$ cat config.mk
export PLATFORM = sky130hd
export DESIGN_NAME = dm_access_ctrl_flat
export DESIGN_NICKNAME = d
export VERILOG_FILES = /design/src/rtl/riscv_pipe_pkg.sv /design/src/rtl/dm_access_ctrl_if.sv /design/src/rtl/dmc_timeout_cnt.sv /design/src/rtl/dm_access_ctrl.sv /design/src/flat_wrapper.sv
export SDC_FILE = /design/constraint.sdc
export NUM_CORES = 1
export LEC_CHECK = 0
export ABC_CLOCK_PERIOD_IN_PS = 1900
export BUFFER_PORTS_ARGS = -buffer_cell sky130_fd_sc_hd__buf_4
export CAP_MARGIN = 20
export CELL_PAD_IN_SITES_DETAIL_PLACEMENT = 0
export CELL_PAD_IN_SITES_GLOBAL_PLACEMENT = 2
export CORE_MARGIN = 1
export CORE_UTILIZATION = 23
export DETAILED_ROUTE_END_ITERATION = 10
export PLACE_DENSITY = 0.75
export SLEW_MARGIN = 40
export SYNTH_ARGS = -nofsm -noshare
export SYNTH_HDL_FRONTEND = slang
export SYNTH_SLANG_ARGS = --single-unit
$ cat constraint.sdc
create_clock -name clk -period 1.9 [get_ports clk]
set_input_delay 0.285 -clock clk [delete_from_list [all_inputs] [get_ports clk]]
set_output_delay 0.285 -clock clk [all_outputs]
set_load 0.1 [all_outputs]
$ cat src/rtl/riscv_pipe_pkg.sv
// riscv_pipe_pkg: shared pipeline types and constants for the data-memory access controller
package riscv_pipe_pkg;
    localparam int XLEN = 32;
    localparam logic DM_EN_ACTIVE = 1'b0;
    localparam logic DM_WR_ACTIVE = 1'b0;
    typedef enum logic [1:0] {DMC_IDLE, DMC_WAIT, DMC_DONE, DMC_ERR} dmc_state_e;
endpackage

$ cat src/rtl/dm_access_ctrl_if.sv
// dm_access_ctrl_if: req/ack data-memory port between the access controller and the memory
interface dm_access_ctrl_if #(parameter int XLEN = riscv_pipe_pkg::XLEN);
    logic            mem_req_o;
    logic            mem_we_o;
    logic [XLEN-1:0] mem_addr_o;
    logic [XLEN-1:0] mem_wdata_o;
    logic            mem_ack_i;
    logic [XLEN-1:0] mem_rdata_i;
    modport master(output mem_req_o, mem_we_o, mem_addr_o, mem_wdata_o, input mem_ack_i, mem_rdata_i);
    modport slave(input mem_req_o, mem_we_o, mem_addr_o, mem_wdata_o, output mem_ack_i, mem_rdata_i);
endinterface

$ cat src/rtl/dmc_timeout_cnt.sv
// dmc_timeout_cnt: counts cycles spent waiting for an ack and flags the last allowed cycle
module dmc_timeout_cnt #(
    parameter int TIMEOUT = 16,
    parameter int TO_W    = 5
) (
    input  logic clk,
    input  logic rst_n,
    input  logic clr,
    input  logic en,
    output logic expired
);
    logic [TO_W-1:0] cnt;
    always_ff @(posedge clk)
        if (!rst_n || clr) cnt <= '0;
        else if (en) cnt <= cnt + 1'b1;
    assign expired = cnt == TO_W'(TIMEOUT - 1);
endmodule

$ cat src/rtl/dm_access_ctrl.sv
// dm_access_ctrl: sequences EX/MEM data-memory accesses over a req/ack port, stalling the pipeline
// until completion and flagging misaligned or timed-out accesses
module dm_access_ctrl #(
    parameter int XLEN    = riscv_pipe_pkg::XLEN,
    parameter int TIMEOUT = 16,
    parameter int TO_W    = 5
) (
    input  logic            clk,
    input  logic            rst_n,
    input  logic            dm_enable_n_i,
    input  logic            dm_wen_i,
    input  logic [XLEN-1:0] addr_i,
    input  logic [XLEN-1:0] wdata_i,
    dm_access_ctrl_if.master bus,
    output logic            stall_o,
    output logic [XLEN-1:0] rdata_o,
    output logic            rdata_valid_o,
    output logic            bus_err_o
);
    import riscv_pipe_pkg::*;
    dmc_state_e state, state_d;
    logic op, misaligned, expired;
    assign op         = dm_enable_n_i == DM_EN_ACTIVE;
    assign misaligned = addr_i[1:0] != 2'b00;
    dmc_timeout_cnt #(.TIMEOUT(TIMEOUT), .TO_W(TO_W)) u_timeout (
        .clk,
        .rst_n,
        .clr(state != DMC_WAIT),
        .en(state == DMC_WAIT),
        .expired
    );
    always_ff @(posedge clk) state <= !rst_n ? DMC_IDLE : state_d;
    // DONE/ERR always fall back to IDLE so a still-visible op never re-triggers
    always_comb begin
        state_d = state;
        case (state)
            DMC_IDLE: state_d = !op ? DMC_IDLE : misaligned ? DMC_ERR : DMC_WAIT;
            DMC_WAIT: state_d = bus.mem_ack_i ? DMC_DONE : expired ? DMC_ERR : DMC_WAIT;
            default:  state_d = DMC_IDLE;
        endcase
    end
    always_comb begin
        stall_o       = rst_n && (state == DMC_WAIT || (state == DMC_IDLE && op));
        bus.mem_req_o = state == DMC_WAIT;
        bus_err_o     = state == DMC_ERR;
        rdata_valid_o = state == DMC_DONE && !bus.mem_we_o;
    end
    always_ff @(posedge clk)
        if (!rst_n) begin
            bus.mem_addr_o  <= '0;
            bus.mem_wdata_o <= '0;
            bus.mem_we_o    <= 1'b0;
            rdata_o         <= '0;
        end else begin
            if (state == DMC_IDLE && op && !misaligned) begin
                bus.mem_addr_o  <= addr_i;
                bus.mem_wdata_o <= wdata_i;
                bus.mem_we_o    <= dm_wen_i == DM_WR_ACTIVE;
            end
            if (state == DMC_WAIT && bus.mem_ack_i) rdata_o <= bus.mem_we_o ? '0 : bus.mem_rdata_i;
            else if (state_d == DMC_ERR) rdata_o <= '0;
        end
endmodule

$ cat src/flat_wrapper.sv
// flat-port wrapper written by rule: the top's interface ports become plain ports
module dm_access_ctrl_flat import riscv_pipe_pkg::*;
#(
    parameter int XLEN    = riscv_pipe_pkg::XLEN,
    parameter int TIMEOUT = 16,
    parameter int TO_W    = 5
)
  (clk, rst_n, dm_enable_n_i, dm_wen_i, addr_i, wdata_i, stall_o, rdata_o, rdata_valid_o, bus_err_o, bus_mem_req_o, bus_mem_we_o, bus_mem_addr_o, bus_mem_wdata_o, bus_mem_ack_i, bus_mem_rdata_i);
  dm_access_ctrl_if #(.XLEN(XLEN)) bus_i ();
  input  logic clk;
  input  logic rst_n;
  input  logic dm_enable_n_i;
  input  logic dm_wen_i;
  input  logic [XLEN-1:0] addr_i;
  input  logic [XLEN-1:0] wdata_i;
  output logic stall_o;
  output logic [XLEN-1:0] rdata_o;
  output logic rdata_valid_o;
  output logic bus_err_o;
  output wire logic [$bits(bus_i.mem_req_o)-1:0] bus_mem_req_o;
  output wire logic [$bits(bus_i.mem_we_o)-1:0] bus_mem_we_o;
  output wire logic [$bits(bus_i.mem_addr_o)-1:0] bus_mem_addr_o;
  output wire logic [$bits(bus_i.mem_wdata_o)-1:0] bus_mem_wdata_o;
  input wire logic [$bits(bus_i.mem_ack_i)-1:0] bus_mem_ack_i;
  input wire logic [$bits(bus_i.mem_rdata_i)-1:0] bus_mem_rdata_i;
  assign bus_mem_req_o = bus_i.mem_req_o;
  assign bus_mem_we_o = bus_i.mem_we_o;
  assign bus_mem_addr_o = bus_i.mem_addr_o;
  assign bus_mem_wdata_o = bus_i.mem_wdata_o;
  assign bus_i.mem_ack_i = bus_mem_ack_i;
  assign bus_i.mem_rdata_i = bus_mem_rdata_i;
  dm_access_ctrl #(.XLEN(XLEN), .TIMEOUT(TIMEOUT), .TO_W(TO_W)) u_core (.clk(clk), .rst_n(rst_n), .dm_enable_n_i(dm_enable_n_i), .dm_wen_i(dm_wen_i), .addr_i(addr_i), .wdata_i(wdata_i), .bus(bus_i), .stall_o(stall_o), .rdata_o(rdata_o), .rdata_valid_o(rdata_valid_o), .bus_err_o(bus_err_o));
endmodule
# Word level (Yosys, flattened, before mapping)
# Index checks and enable logic that the tools add are counted.
[op_classes]
n_eq_ne = 6
bitwise = 2
n_addsub = 1
muxes = 8
n_reduce_logical = 13
[op_table]
columns = ["op", "count"]
rows = [
  ["32-bit two-way mux", 3],
  ["2-bit two-way mux", 4],
  ["2-bit equality test (second input constant)", 3],
  ["5-bit by 1-bit adder with 5-bit output (second input constant)", 1],
  ["5-bit by 4-bit equality test with 1-bit output (second input constant)", 1],
  ["1-bit logical AND", 5],
  ["2-bit case mux with 2 select lines", 1],
  ["2-bit nonzero test", 2],
  ["1-bit logical NOT", 3],
  ["2-bit by 1-bit equality test with 1-bit output (second input constant)", 1],
  ["2-bit logical NOT", 1],
  ["1-bit logical OR", 2],
  ["2-bit by 1-bit inequality test with 1-bit output (second input constant)", 1],
  ["1-bit NOT", 2],
]
[totals]
wordCells = 36
reg_bits = 104
output_inout_bits = 101

# Depth between registers and ports, before layout
# Gate-level depths: netlist of the first run.
[depth]
depth_word = 7
depth_mapped = 7

# Cells and area by module
# A second synthesis of the first run with hierarchy kept.
[unflattened]
cells_unflattened = 405
hier_area_um2 = 3801.1
[modules_own_cells]
columns = ["module", "cells_per_inst", "instances", "area_each_um2"]
rows = [
  ["dm_access_ctrl", 381, 1, 3562.2],
  ["dmc_timeout_cnt", 24, 1, 239.0],
]

# Least setup slack after synthesis of the first run
# No wires, ideal clock.
[synth_path]
path_type = "reg2out"
start = "register u_core.bus.mem_we_o"
end = "output rdata_valid_o"
path_stages_with_launch = 2
path_slack_ns = -1.392
t_required_ns = 1.615
n_path_buf = 0
arrival_ns = 3.007
path_cell_list = "dfxtp_1 -> nor3b_1"
[synth_via]
elab_chain_len = 2
[synth_lines]
columns = ["item", "line_no", "text"]
rows = [
  ["start: declaration", "dm_access_ctrl_if.sv:9", "modport master(output mem_req_o, mem_we_o, mem_addr_o, mem_wdata_o, input mem_ack_i, mem_rdata_i);"],
  ["start signal: assignment", "dm_access_ctrl.sv:52", "bus.mem_we_o <= 1'b0;"],
  ["start signal: assignment", "dm_access_ctrl.sv:58", "bus.mem_we_o <= dm_wen_i == DM_WR_ACTIVE;"],
  ["1-bit logical NOT", "dm_access_ctrl.sv:46", "rdata_valid_o = state == DMC_DONE && !bus.mem_we_o;"],
  ["1-bit logical AND", "dm_access_ctrl.sv:46", ""],
  ["end: declaration", "flat_wrapper.sv:18", "output logic rdata_valid_o;"],
]
# No other way between the ends.

# Worst setup path after layout of the first run
[layout_path]
start = "register u_core.u_timeout.cnt[1]"
end = "register u_core.rdata_o[11]"
[layout_via]
elab_chain_len = 6
[layout_lines]
columns = ["item", "line_no", "text"]
rows = [
  ["start: declaration", "dmc_timeout_cnt.sv:12", "logic [TO_W-1:0] cnt;"],
  ["start signal: assignment", "dmc_timeout_cnt.sv:15", "else if (en) cnt <= cnt + 1'b1;"],
  ["5-bit by 4-bit equality test with 1-bit output", "dmc_timeout_cnt.sv:16", "assign expired = cnt == TO_W'(TIMEOUT - 1);"],
  ["2-bit two-way mux (2 in series)", "dm_access_ctrl.sv:38", "DMC_WAIT: state_d = bus.mem_ack_i ? DMC_DONE : expired ? DMC_ERR : DMC_WAIT;"],
  ["2-bit case mux with 2 select lines", "dm_access_ctrl.sv:36", "case (state)"],
  ["2-bit equality test", "dm_access_ctrl.sv:61", "else if (state_d == DMC_ERR) rdata_o <= '0;"],
  ["2-bit nonzero test (no source line)", "-", ""],
  ["end signal: assignment", "dm_access_ctrl.sv:60", "if (state == DMC_WAIT && bus.mem_ack_i) rdata_o <= bus.mem_we_o ? '0 : bus.mem_rdata_i;"],
  ["end: declaration", "dm_access_ctrl.sv:16", "output logic [XLEN-1:0] rdata_o,"],
]
# No other way between the ends.
# A chain may end at the register's enable or synchronous reset.

==> metrics, run 1 <==
status finished, final reports clean; post-route setup slack 0.06724 ns; crit path DAT 2.12 ns; Vias/cell 4.136; Final Skew 0.004114 ns; hold_ws 0.1170 ns; Max stage delay cell, worst path dfxtp_2; CTS root buffer clkbuf_16; DRT Wirelength 10,850 um; # clock sinks 104; Mean Syn Cell Area 10.25 um^2; FMAX 545.6 MHz; post-route clock period utilization 0.9646; I/O Buffers 201; Slew Viols, Final 0; final setup vio count 0; Fin. Hold Viols 0; share of cells above drive strength 1 0.4140; internal power 3.538 mW; Core Region 16,640 um^2; Die Wd 133.0 um; Pleak 2.657 nW; Post-Layout Cell Count 807; clock-pin transition on the worst setup and hold timing paths 0.07 ns; largest family of logic cells by synthesized area multiplexers; Antenna Nets Post-Route 0; total power 5.241 mW; worst hold path class in2reg; critical path endpoint category flip-flop; net count after synthesis 488; Post-Place Cells 785; Initial DRT Pass Iterations 4; power share of the sequential group 0.438; initial drt markers 92; Setup TNS 0 ns; H-tree depth 3; Mapped Area 3948 um^2; Yosys warning count 0; Ant. Diodes 0; switch share 0.3249; post-synthesis adder-cell area fraction 0.006339; Clk Latency, worst-skew pair 0.35 ns; crit path kind reg2reg; Max-cap violations 0; via count 3,338; Rows 47; NetSw 1.703 mW; Combinational Power Share 0.216; Max VDD drop 0.4282 mV; first-pass GRT wire length 16,820 um; Gate Count Post-Synth 385; GP Congestion 0.7416; design area 6032 um^2; crit-path cells ha_4 > and3_4 > ha_2 > or2_4 > a221oi_4 > buf_12 > clkbuf_16 > a22o_1; Total GRT Usage 0.1204; initial antenna violation count 0; mux cell area share after synthesis 0.1572; vias in the first global route 3,350; Power Dens Cells 868.9 nW/um^2; placed standard-cell area 5604 um^2; Post-Place Worst Slack -0.03176 ns; CP peak stage delay 0.34 ns; CTS tree done; Clk network pwr share 0.346; xor/xnor share of the synthesized area 0.004437; DR DRC count 0; remaining global-route overflow 0; complex-gate fraction of the synthesized area 0.08399; post-synthesis simple-gate area fraction 0.1566; area grow syn2layout 52.81%; Cell variety after synth 29; Initial Util 0.2372; fin crit period 1.833 ns; CP max FO 8; Slew @ Worst Pin 0.5535 ns; I/O pins 202; Final #Nets 685; Max-slew headroom 0.6310; Final Core Density 0.3625; Die Ht 133.0 um; Worst setup SP type flip-flop; Max Buffers Root-to-Sink 2; sequential share of the synthesized area 0.5274; Hold Buf Count CTS 0; FF+latch count, synth 104; RSZ-0062 raised after global routing no; Final HPWL DP 7415 um; critical path required time 2.19 ns; CTS buffer count 9; WL per Instance 13.44 um; largest net degree at the start of global routing 130; Die ar. 17,690 um^2
worst paths after layout:
check,startpoint,to,slack [ns],cells past startpoint
max,u_core.u_timeout.cnt[1],u_core.rdata_o[11],0.07,8
min,dm_wen_i,u_core.bus.mem_we_o,0.12,2
max reg2reg,u_core.u_timeout.cnt[1],u_core.rdata_o[11],0.07,8
min reg2reg,u_core.bus.mem_wdata_o[6],u_core.bus.mem_wdata_o[6],0.46,2
power by group through the flow:
stage | sequential [mW] | clock (mW) | combinational [mW]
floorplan | 2.82 | 0 | 0.298
global placement | 2.34 | 0 | 1.07
detailed placement | 2.35 | 0 | 1.09
CTS | 2.30 | 1.91 | 1.13
global route | 2.31 | 1.99 | 1.18
finish | 2.30 | 1.81 | 1.13
cell usage after synthesis:
| library cell | instances | share of area |
|---|---|---|
| a221oi_4 | 1 | 0.0067 |
| nor2b_4 | 1 | 0.0035 |
| nor3_4 | 1 | 0.0041 |
| clkbuf_1 | 14 | 0.013 |
| mux2i_1 | 62 | 0.16 |
| nor2_1 | 6 | 0.0057 |
| ha_1 | 2 | 0.0063 |
| and2_4 | 1 | 0.0022 |
| a22oi_1 | 1 | 0.0019 |
| and2_1 | 1 | 0.0016 |
| a21oi_1 | 2 | 0.0025 |
| nand2_1 | 127 | 0.12 |
| a22o_1 | 32 | 0.071 |
| a211oi_1 | 1 | 0.0019 |
| dfxtp_1 | 104 | 0.53 |
| inv_1 | 3 | 0.0029 |
| nor3_2 | 1 | 0.0025 |
| xor2_1 | 1 | 0.0022 |
| nand3_1 | 1 | 0.0013 |
| buf_12 | 7 | 0.035 |
| or2_1 | 1 | 0.0016 |
| buf_6 | 3 | 0.0086 |
| xnor2_1 | 1 | 0.0022 |
| nor3b_1 | 1 | 0.0019 |
| and2_2 | 1 | 0.0019 |
| nand2b_1 | 1 | 0.0016 |
| buf_2 | 3 | 0.0038 |
| or2_2 | 1 | 0.0016 |
| and3_1 | 4 | 0.0063 |
what timing repair did:
| item | CTS | global route |
|---|---|---|
| pin swaps | 2 | 5 |
| endpoints found under the setup margin | 32 | 32 |
| resized for setup | 6 | 3 |
| cloned | 2 | 1 |
| buffers inserted | 2 | 1 |
area by class of cell:
cell class	instances	area (um^2)
tap	220	275.3
fill	1695	10610
clock buffer	9	225.2
sequential	104	2085
inverter	3	11.26
timing repair buffer	213	1723
clock inverter	7	62.56
multi-input combinational	251	1650
flip-flops by register name, summed over array words and instances (netlist names):
name and count:
u_core.bus.mem_addr_o 32, u_core.bus.mem_we_o 1, u_core.bus.mem_wdata_o 32, u_core.u_timeout.cnt 5
u_core.rdata_o 32, u_core.state 2
cells in the final DEF (no fill, tap or decap), drive strengths merged:
cell,synthesis,layout
buf,13,212
nand2,127,127
dfxtp,104,104
mux2i,62,62
a22o,32,32
clkbuf,14,10
inv,3,7
nor2,6,6
and3,4,4
clkinvlp,0,3
and2,3,3
nor3,2,2
a21oi,2,2
or2,2,2
ha,2,2
nor2b,1,1
nand2b,1,1
nor3b,1,1
a221oi,1,1
nand3,1,1
xor2,1,1
xnor2,1,1
a211oi,1,1
a22oi,1,1
worst max-delay path: cells and delay by family (launching register included):
| kind | cells | cell delay [ns] |
|---|---|---|
| and+or+nand+nor | 2 | 0.41 |
| AOI/OAI and AO/OA | 2 | 0.38 |
| DFF | 1 | 0.34 |
| buffers and inverters | 2 | 0.33 |
| adders and majority gates | 2 | 0.32 |
kinds of logic (layout without fill, tap and decap cells):
| kind of cell | after synthesis | in the layout |
|---|---|---|
| simple gates | 148 | 148 |
| xor+xnor | 2 | 2 |
| flops | 104 | 104 |
| fa+ha+maj | 2 | 2 |
| compound gates | 37 | 37 |
| buf+inv | 30 | 232 |
| mux | 62 | 62 |
metal layers:
| metal | part of all wire | track usage | vias up |
|---|---|---|---|
| met5 | 0 | 0 | - |
| met4 | 0.021 | 0.05172 | 0 |
| met3 | 0.082 | 0.04636 | 17 |
| met2 | 0.47 | 0.1987 | 132 |
| met1 | 0.43 | 0.1382 | 1512 |
| li1 | - | - | 1677 |
No activity file was read; power rests on OpenSTA's default activity.
==> run 2, diff against run 1 <==
ABC_AREA = 1   (was default)
CORE_UTILIZATION = 22   (was 23)
PLACE_DENSITY = 0.76   (was 0.75)
==> metrics, run 2 <==
Fin. Hold Viols 0 (unchanged); Antenna Nets Post-Route 0 (unchanged); Max-slew headroom 0.5800 (was 0.6310); Die Wd 136.5 um (was 133.0 um); commonest cells after routing, fill and taps aside buf_4, dfxtp_1, a21oi_1 (was buf_4, nand2_1, dfxtp_1); Mean Syn Cell Area 8.192 um^2 (was 10.25 um^2); Cell variety after synth 19 (was 29); Initial Util 0.2278 (was 0.2372); complex-gate fraction of the synthesized area 0.1232 (was 0.08399); ys flop type dfxtp_1 (unchanged); switch share 0.3086 (was 0.3249); worst hold start dm_wen_i (unchanged); critical path endpoint category output port (was flip-flop); FF-to-FF End u_core.bus.mem_wdata_o[8] (was u_core.rdata_o[11]); initial drt markers 160 (was 92); NetSw 1.688 mW (was 1.703 mW); Slew Viols, Final 0 (unchanged); Yosys warning count 0 (unchanged); crit path DAT 1.50 ns (was 2.12 ns); FMAX 561.0 MHz (was 545.6 MHz); crit path kind reg2out (was reg2reg); via count 4,185 (was 3,338); area grow syn2layout 51.19% (was 52.81%); Die ar. 18,640 um^2 (was 17,690 um^2); Pleak 2.466 nW (was 2.657 nW); Area contributors post-synth dfxtp_1, a21oi_1, nand4_1, nand3_1, nand2_1 (was dfxtp_1, mux2i_1, nand2_1, a22o_1, buf_12); post-synthesis adder-cell area fraction 0.006285 (was 0.006339); initial antenna violation count 0 (unchanged); WL per Instance 14.91 um (was 13.44 um); CTS buffer count 9 (unchanged); Combinational Power Share 0.206 (was 0.216); fin crit period 1.782 ns (was 1.833 ns); I/O pins 202 (unchanged); Final Skew 0.006985 ns (was 0.004114 ns); FF+latch count, synth 104 (unchanged); leading area contributor after synthesis dfxtp_1 (unchanged); Vias/cell 4.697 (was 4.136); storage element area 2082 um^2 (was 2085 um^2); Worst Hold Path Cells 2 (unchanged); mux cell area share after synthesis 0 (was 0.1572); Slew @ Worst Pin 0.6300 ns (was 0.5535 ns); Clk network pwr share 0.376 (was 0.346); r2r setup slk 0.35 ns (was 0.07 ns); net count after synthesis 589 (was 488); Initial DRT Pass Iterations 4 (unchanged); clock-pin transition on the worst setup and hold timing paths 0.07 ns (about the same); Max VDD drop 0.3874 mV (was 0.4282 mV); Core Region 17,480 um^2 (was 16,640 um^2); Hold Buf Count CTS 0 (unchanged); Max Buffers Root-to-Sink 2 (unchanged); Multi-input gate area 1639 um^2 (was 1650 um^2); worst hold path class in2reg (unchanged); I/O Buffers 201 (unchanged); Die Ht 136.5 um (was 133.0 um); Final HPWL DP 9034 um (was 7415 um); RSZ-0062 raised after global routing no (unchanged); DRT Wirelength 13,280 um (was 10,850 um); # clock sinks 104 (unchanged); vias in the first global route 3,950 (was 3,350); Ant. Diodes 0 (unchanged); commonest cells in the netlist dfxtp_1, a21oi_1, nand2_1 (was nand2_1, dfxtp_1, mux2i_1); post-synthesis simple-gate area fraction 0.2718 (was 0.1566); Hold Path Sink u_core.bus.mem_we_o (unchanged); Power Dens Cells 908.8 nW/um^2 (was 868.9 nW/um^2); r2r startpoint u_core.state[0] (was u_core.u_timeout.cnt[1]); CTS root buffer clkbuf_16 (unchanged); Post-Layout Cell Count 891 (was 807); post-CTS setup buffers 0 (was 2); remaining global-route overflow 0 (unchanged); final-layout fill cell count 1,833 (was 1,695); Max-cap violations 0 (unchanged); CP Launch Point u_core.state[1] (was u_core.u_timeout.cnt[1]); Gate Count Post-Synth 486 (was 385); xor/xnor share of the synthesized area 0.002200 (was 0.004437); largest family of logic cells by synthesized area simple AND/OR/NAND/NOR gates (was multiplexers); Worst setup SP type flip-flop (unchanged); Post-Place Worst Slack 0.3669 ns (was -0.03176 ns); CTS tree done (unchanged); Register-to-Register Path Depth 5 (was 8); Setup TNS 0 ns (unchanged); sequential share of the synthesized area 0.5229 (was 0.5274); largest net degree at the start of global routing 97 (was 130); DR DRC count 0 (unchanged); CP max FO 5 (was 8); Synth top area share 0.5229 (was 0.5274); Rows 48 (was 47); GP Congestion 0.7495 (was 0.7416); H-tree depth 3 (unchanged); share of cells above drive strength 1 0.3574 (was 0.4140); internal power 3.782 mW (was 3.538 mW); ys async rst share 0 (unchanged); total power 5.471 mW (was 5.241 mW); status finished, final reports clean (unchanged); Clk Latency, worst-skew pair 0.34 ns (was 0.35 ns); Total GRT Usage 0.1407 (was 0.1204); most common cell in the netlist dfxtp_1 (was nand2_1); critical path required time 1.62 ns (was 2.19 ns); EDFF count, synth 0 (unchanged); Mapped Area 3981 um^2 (was 3948 um^2); most common cell after layout, fill and taps aside buf_4 (unchanged); Post-Place Cells 875 (was 785); power share of the sequential group 0.418 (was 0.438); final setup vio count 0 (unchanged); first-pass GRT wire length 20,550 um (was 16,820 um); largest registers u_core.bus.mem_addr_o: 32 flops, u_core.bus.mem_wdata_o: 32 flops, u_core.rdata_o: 32 flops (unchanged); post-cts sizing count 0 (was 6); Final #Nets 764 (was 685); post-route clock period utilization 0.9381 (was 0.9646); post-route setup slack 0.1176 ns (was 0.06724 ns)
==> run 2: changes by cell type after synthesis, sizes merged, moves of 2 or more <==
cell and delta:
nand4 +62, mux2i -62, buf +21, or2 -2, nand2 -54, nor2 +4, a22o -32, nand3 +68
a21oi +96, and3 -4, and2 -3, inv +13
==> run 2: final cells by class <==
| cell class | count | area share |
|---|---|---|
| Sequential cell | 104 | 0.3459 |
| Multi-Input combinational cell | 317 | 0.2723 |
| Timing Repair Buffer | 213 | 0.2698 |
| Tap cell | 225 | 0.04677 |
| Clock buffer | 12 | 0.04261 |
| Clock inverter | 4 | 0.01268 |
| Inverter | 16 | 0.009977 |
==> run 2: worst max-delay path by stage <==
stage                                to  slack, ns
global route                    stall_o       0.02
detailed placement   u_core.rdata_o[12]       0.37
global placement    u_core.bus.mem_we_o       0.39
finish                          stall_o       0.12
floorplan                       stall_o      -0.21
CTS                             stall_o       0.08
==> run 2: power groups by stage <==
| stage | clock [mW] | sequential, mW | combinational (mW) |
|---|---|---|---|
| 2_1_floorplan | 0 | 2.77 | 0.336 |
| 3_3_place_gp | 0 | 2.34 | 1.13 |
| 3_5_place_dp | 0 | 2.34 | 1.13 |
| 4_1_cts | 2.15 | 2.29 | 1.14 |
| 5_1_grt | 2.23 | 2.29 | 1.19 |
| 6_report | 2.05 | 2.29 | 1.13 |
==> run 2: cell families after synthesis <==
group | after synthesis
AO/OA/AOI/OAI | 98
XOR/XNOR | 1
adder cells (fa/ha/maj) | 2
buffers and inverters | 65
flip-flops | 104
AND/OR/NAND/NOR | 216
==> run 2: critical path: stages (launching register included) <==
cell     delay [ns]
dfxtp_1        0.38
nor2_4         0.22
nand2_1        0.11
a21oi_2        0.14
buf_4          0.30
==> run 2: through the flow <==
step / utilization / area [um^2] / hold slack [ns]
6_report: 0.3444 / 6020 / 0.1111
5_1_grt: 0.3444 / 6020 / 0.1089
4_1_cts: 0.3444 / 6020 / 0.08844
3_5_place_dp: 0.3254 / 5687 / 0.4496
3_3_place_gp: 0.3254 / 5687 / 0.4289
2_1_floorplan: - / 4001 / 0.3720
==> run 2: per-layer routing <==
layer | global-route usage | wire length [um] | vias up | part of all wire
li1 | - | - | 2052 | -
met1 | 0.1751 | 5592 | 1954 | 0.42
met2 | 0.2253 | 6196 | 162 | 0.47
met3 | 0.04185 | 1267 | 17 | 0.095
met4 | 0.05864 | 228 | 0 | 0.017
met5 | 0 | 0 | - | 0
==> run 3, diff against run 2 <==
CELL_PAD_IN_SITES_DETAIL_PLACEMENT = default   (was 0)
CELL_PAD_IN_SITES_GLOBAL_PLACEMENT = default   (was 2)
CORE_UTILIZATION = 25   (was 22)
PLACE_DENSITY = 0.51   (was 0.76)
==> metrics, run 3 (synthesized netlist as in run 2, its figures left out) <==
status finished, final reports clean (unchanged); crit-path cells nand2_1 > a21oi_2 > buf_4 (was nor2_4 > nand2_1 > a21oi_2 > buf_4); CTS tree done (unchanged); CP max FO 5 (unchanged); Max stage delay cell, worst path dfxtp_1 (unchanged); Worst Hold Path Cells 2 (unchanged); Die Wd 128.2 um (was 136.5 um); r2r startpoint u_core.u_timeout.cnt[0] (was u_core.state[0]); Die ar. 16,430 um^2 (was 18,640 um^2); Vias/cell 4.764 (was 4.697); Initial DRT Pass Iterations 4 (unchanged); Ant. Diodes 0 (unchanged); Die Ht 128.2 um (was 136.5 um); area grow syn2layout 50.41% (was 51.19%); post-CTS setup buffers 0 (unchanged); Power Dens Cells 887.6 nW/um^2 (was 908.8 nW/um^2); Pleak 2.463 nW (was 2.466 nW); crit path buf inv count 1 (unchanged); commonest cells after routing, fill and taps aside buf_4, dfxtp_1, a21oi_1 (unchanged); initial antenna violation count 0 (unchanged); Slew Viols, Final 0 (unchanged); final setup vio count 0 (unchanged); post-cts sizing count 0 (unchanged); RSZ-0062 raised after global routing no (unchanged); CP Launch Point u_core.state[0] (was u_core.state[1]); worst hold path class in2reg (unchanged); most common cell after layout, fill and taps aside buf_4 (unchanged); largest net degree at the start of global routing 97 (unchanged); Slew @ Worst Pin 0.6193 ns (was 0.6300 ns); H-tree depth 3 (unchanged); share of cells above drive strength 1 0.3583 (was 0.3574); Setup TNS 0 ns (unchanged); crit path DAT 1.47 ns (was 1.50 ns); DRT Wirelength 13,120 um (was 13,280 um); post-route clock period utilization 0.9263 (was 0.9381); r2r setup slk 0.35 ns (about the same); fin crit period 1.760 ns (was 1.782 ns); Core Region 15,370 um^2 (was 17,480 um^2); WL per Instance 14.94 um (was 14.91 um); first-pass GRT wire length 20,600 um (was 20,550 um); Rows 45 (was 48); Max Buffers Root-to-Sink 2 (unchanged); Hold Buf Count CTS 0 (unchanged); total power 5.315 mW (was 5.471 mW); GP Congestion 0.7107 (was 0.7495); Final HPWL DP 8779 um (was 9034 um); # clock sinks 104 (unchanged); Worst setup SP type flip-flop (unchanged); Final Skew 0.01043 ns (was 0.006985 ns); Antenna Nets Post-Route 0 (unchanged); Initial Util 0.2590 (was 0.2278); Crit path max-delay family flip-flops (unchanged); via count 4,183 (was 4,185); crit path kind reg2out (unchanged); critical path required time 1.62 ns (about the same); initial drt markers 127 (was 160); vias in the first global route 4,044 (was 3,950); FF-to-FF End u_core.rdata_o[23] (was u_core.bus.mem_wdata_o[8]); Total GRT Usage 0.1575 (was 0.1407); Fin. Hold Viols 0 (unchanged); CTS buffer count 9 (unchanged); FMAX 568.2 MHz (was 561.0 MHz); Clk Latency, worst-skew pair 0.35 ns (was 0.34 ns); CP peak stage delay 0.49 ns (was 0.38 ns); DR DRC count 0 (unchanged); critical path endpoint category output port (unchanged); Register-to-Register Path Depth 10 (was 5); I/O pins 202 (unchanged); Max-slew headroom 0.5871 (was 0.5800); CTS root buffer clkbuf_16 (unchanged); Max-cap violations 0 (unchanged); clock-pin transition on the worst setup and hold timing paths 0.07 ns (about the same); WP depth 3 (was 4); Critical path destination stall_o (unchanged); Final #Nets 765 (was 764); I/O Buffers 201 (unchanged); Max VDD drop 0.5287 mV (was 0.3874 mV); largest registers u_core.bus.mem_addr_o: 32 flops, u_core.bus.mem_wdata_o: 32 flops, u_core.rdata_o: 32 flops (unchanged); remaining global-route overflow 0 (unchanged)
## run 3: per-layer routing
layer / wire length (um) / up-vias / track usage
li1: - / 2053 / -
met1: 5771 / 1958 / 0.1952
met2: 5848 / 156 / 0.2480
met3: 1256 / 16 / 0.05676
met4: 242 / 0 / 0.06159
met5: 0 / - / 0
## run 3: worst min-delay path by stage
stage / from / to / slack, ns
2_1_floorplan: dm_wen_i / u_core.bus.mem_we_o / 0.37
3_3_place_gp: u_core.u_timeout.cnt[0] / u_core.u_timeout.cnt[0] / 0.43
3_5_place_dp: u_core.bus.mem_addr_o[1] / u_core.bus.mem_addr_o[1] / 0.45
4_1_cts: dm_wen_i / u_core.bus.mem_we_o / 0.09
5_1_grt: dm_wen_i / u_core.bus.mem_we_o / 0.09
6_report: dm_wen_i / u_core.bus.mem_we_o / 0.11
## run 3: power breakdown
part	switching [mW]	total [mW]	internal, mW
Sequential	0.0441	2.29	2.25
Combinational	0.817	1.13	0.312
Clock	0.840	1.90	1.06
Total	1.70	5.32	3.61
## run 3: per-stage QoR
| stage | utilization | std cells | area (um^2) | setup slack [ns] | hold WS [ns] |
|---|---|---|---|---|---|
| after floorplan | - | 486 | 4001 | -0.2093 | 0.3720 |
| after global placement | 0.3701 | 862 | 5689 | 0.3979 | 0.4283 |
| after detailed placement | 0.3701 | 862 | 5689 | 0.3478 | 0.4515 |
| after CTS | 0.3896 | 878 | 5988 | 0.1157 | 0.08662 |
| after global routing | 0.3896 | 878 | 5988 | 0.07825 | 0.08980 |
| final | 0.3896 | 878 | 5988 | 0.1400 | 0.1050 |
## run 3: final cells by class
cell class	instances	area (um^2)
clock buffer	11	242.7
tap	211	264.0
sequential	104	2082
clock inverter	5	56.30
fill	1584	9383
inverter	16	60.06
multi-input combinational	317	1639
timing repair buffer	214	1644
## run 3: worst reg2reg max path: stages (launching register included)
cell     delay [ns]
dfxtp_1        0.33
ha_1           0.21
nand2_1        0.08
nor2_1         0.04
ha_1           0.17
inv_1          0.05
nand2_1        0.04
nand2_1        0.10
buf_12         0.20
nand3_1        0.10
a21oi_1        0.15
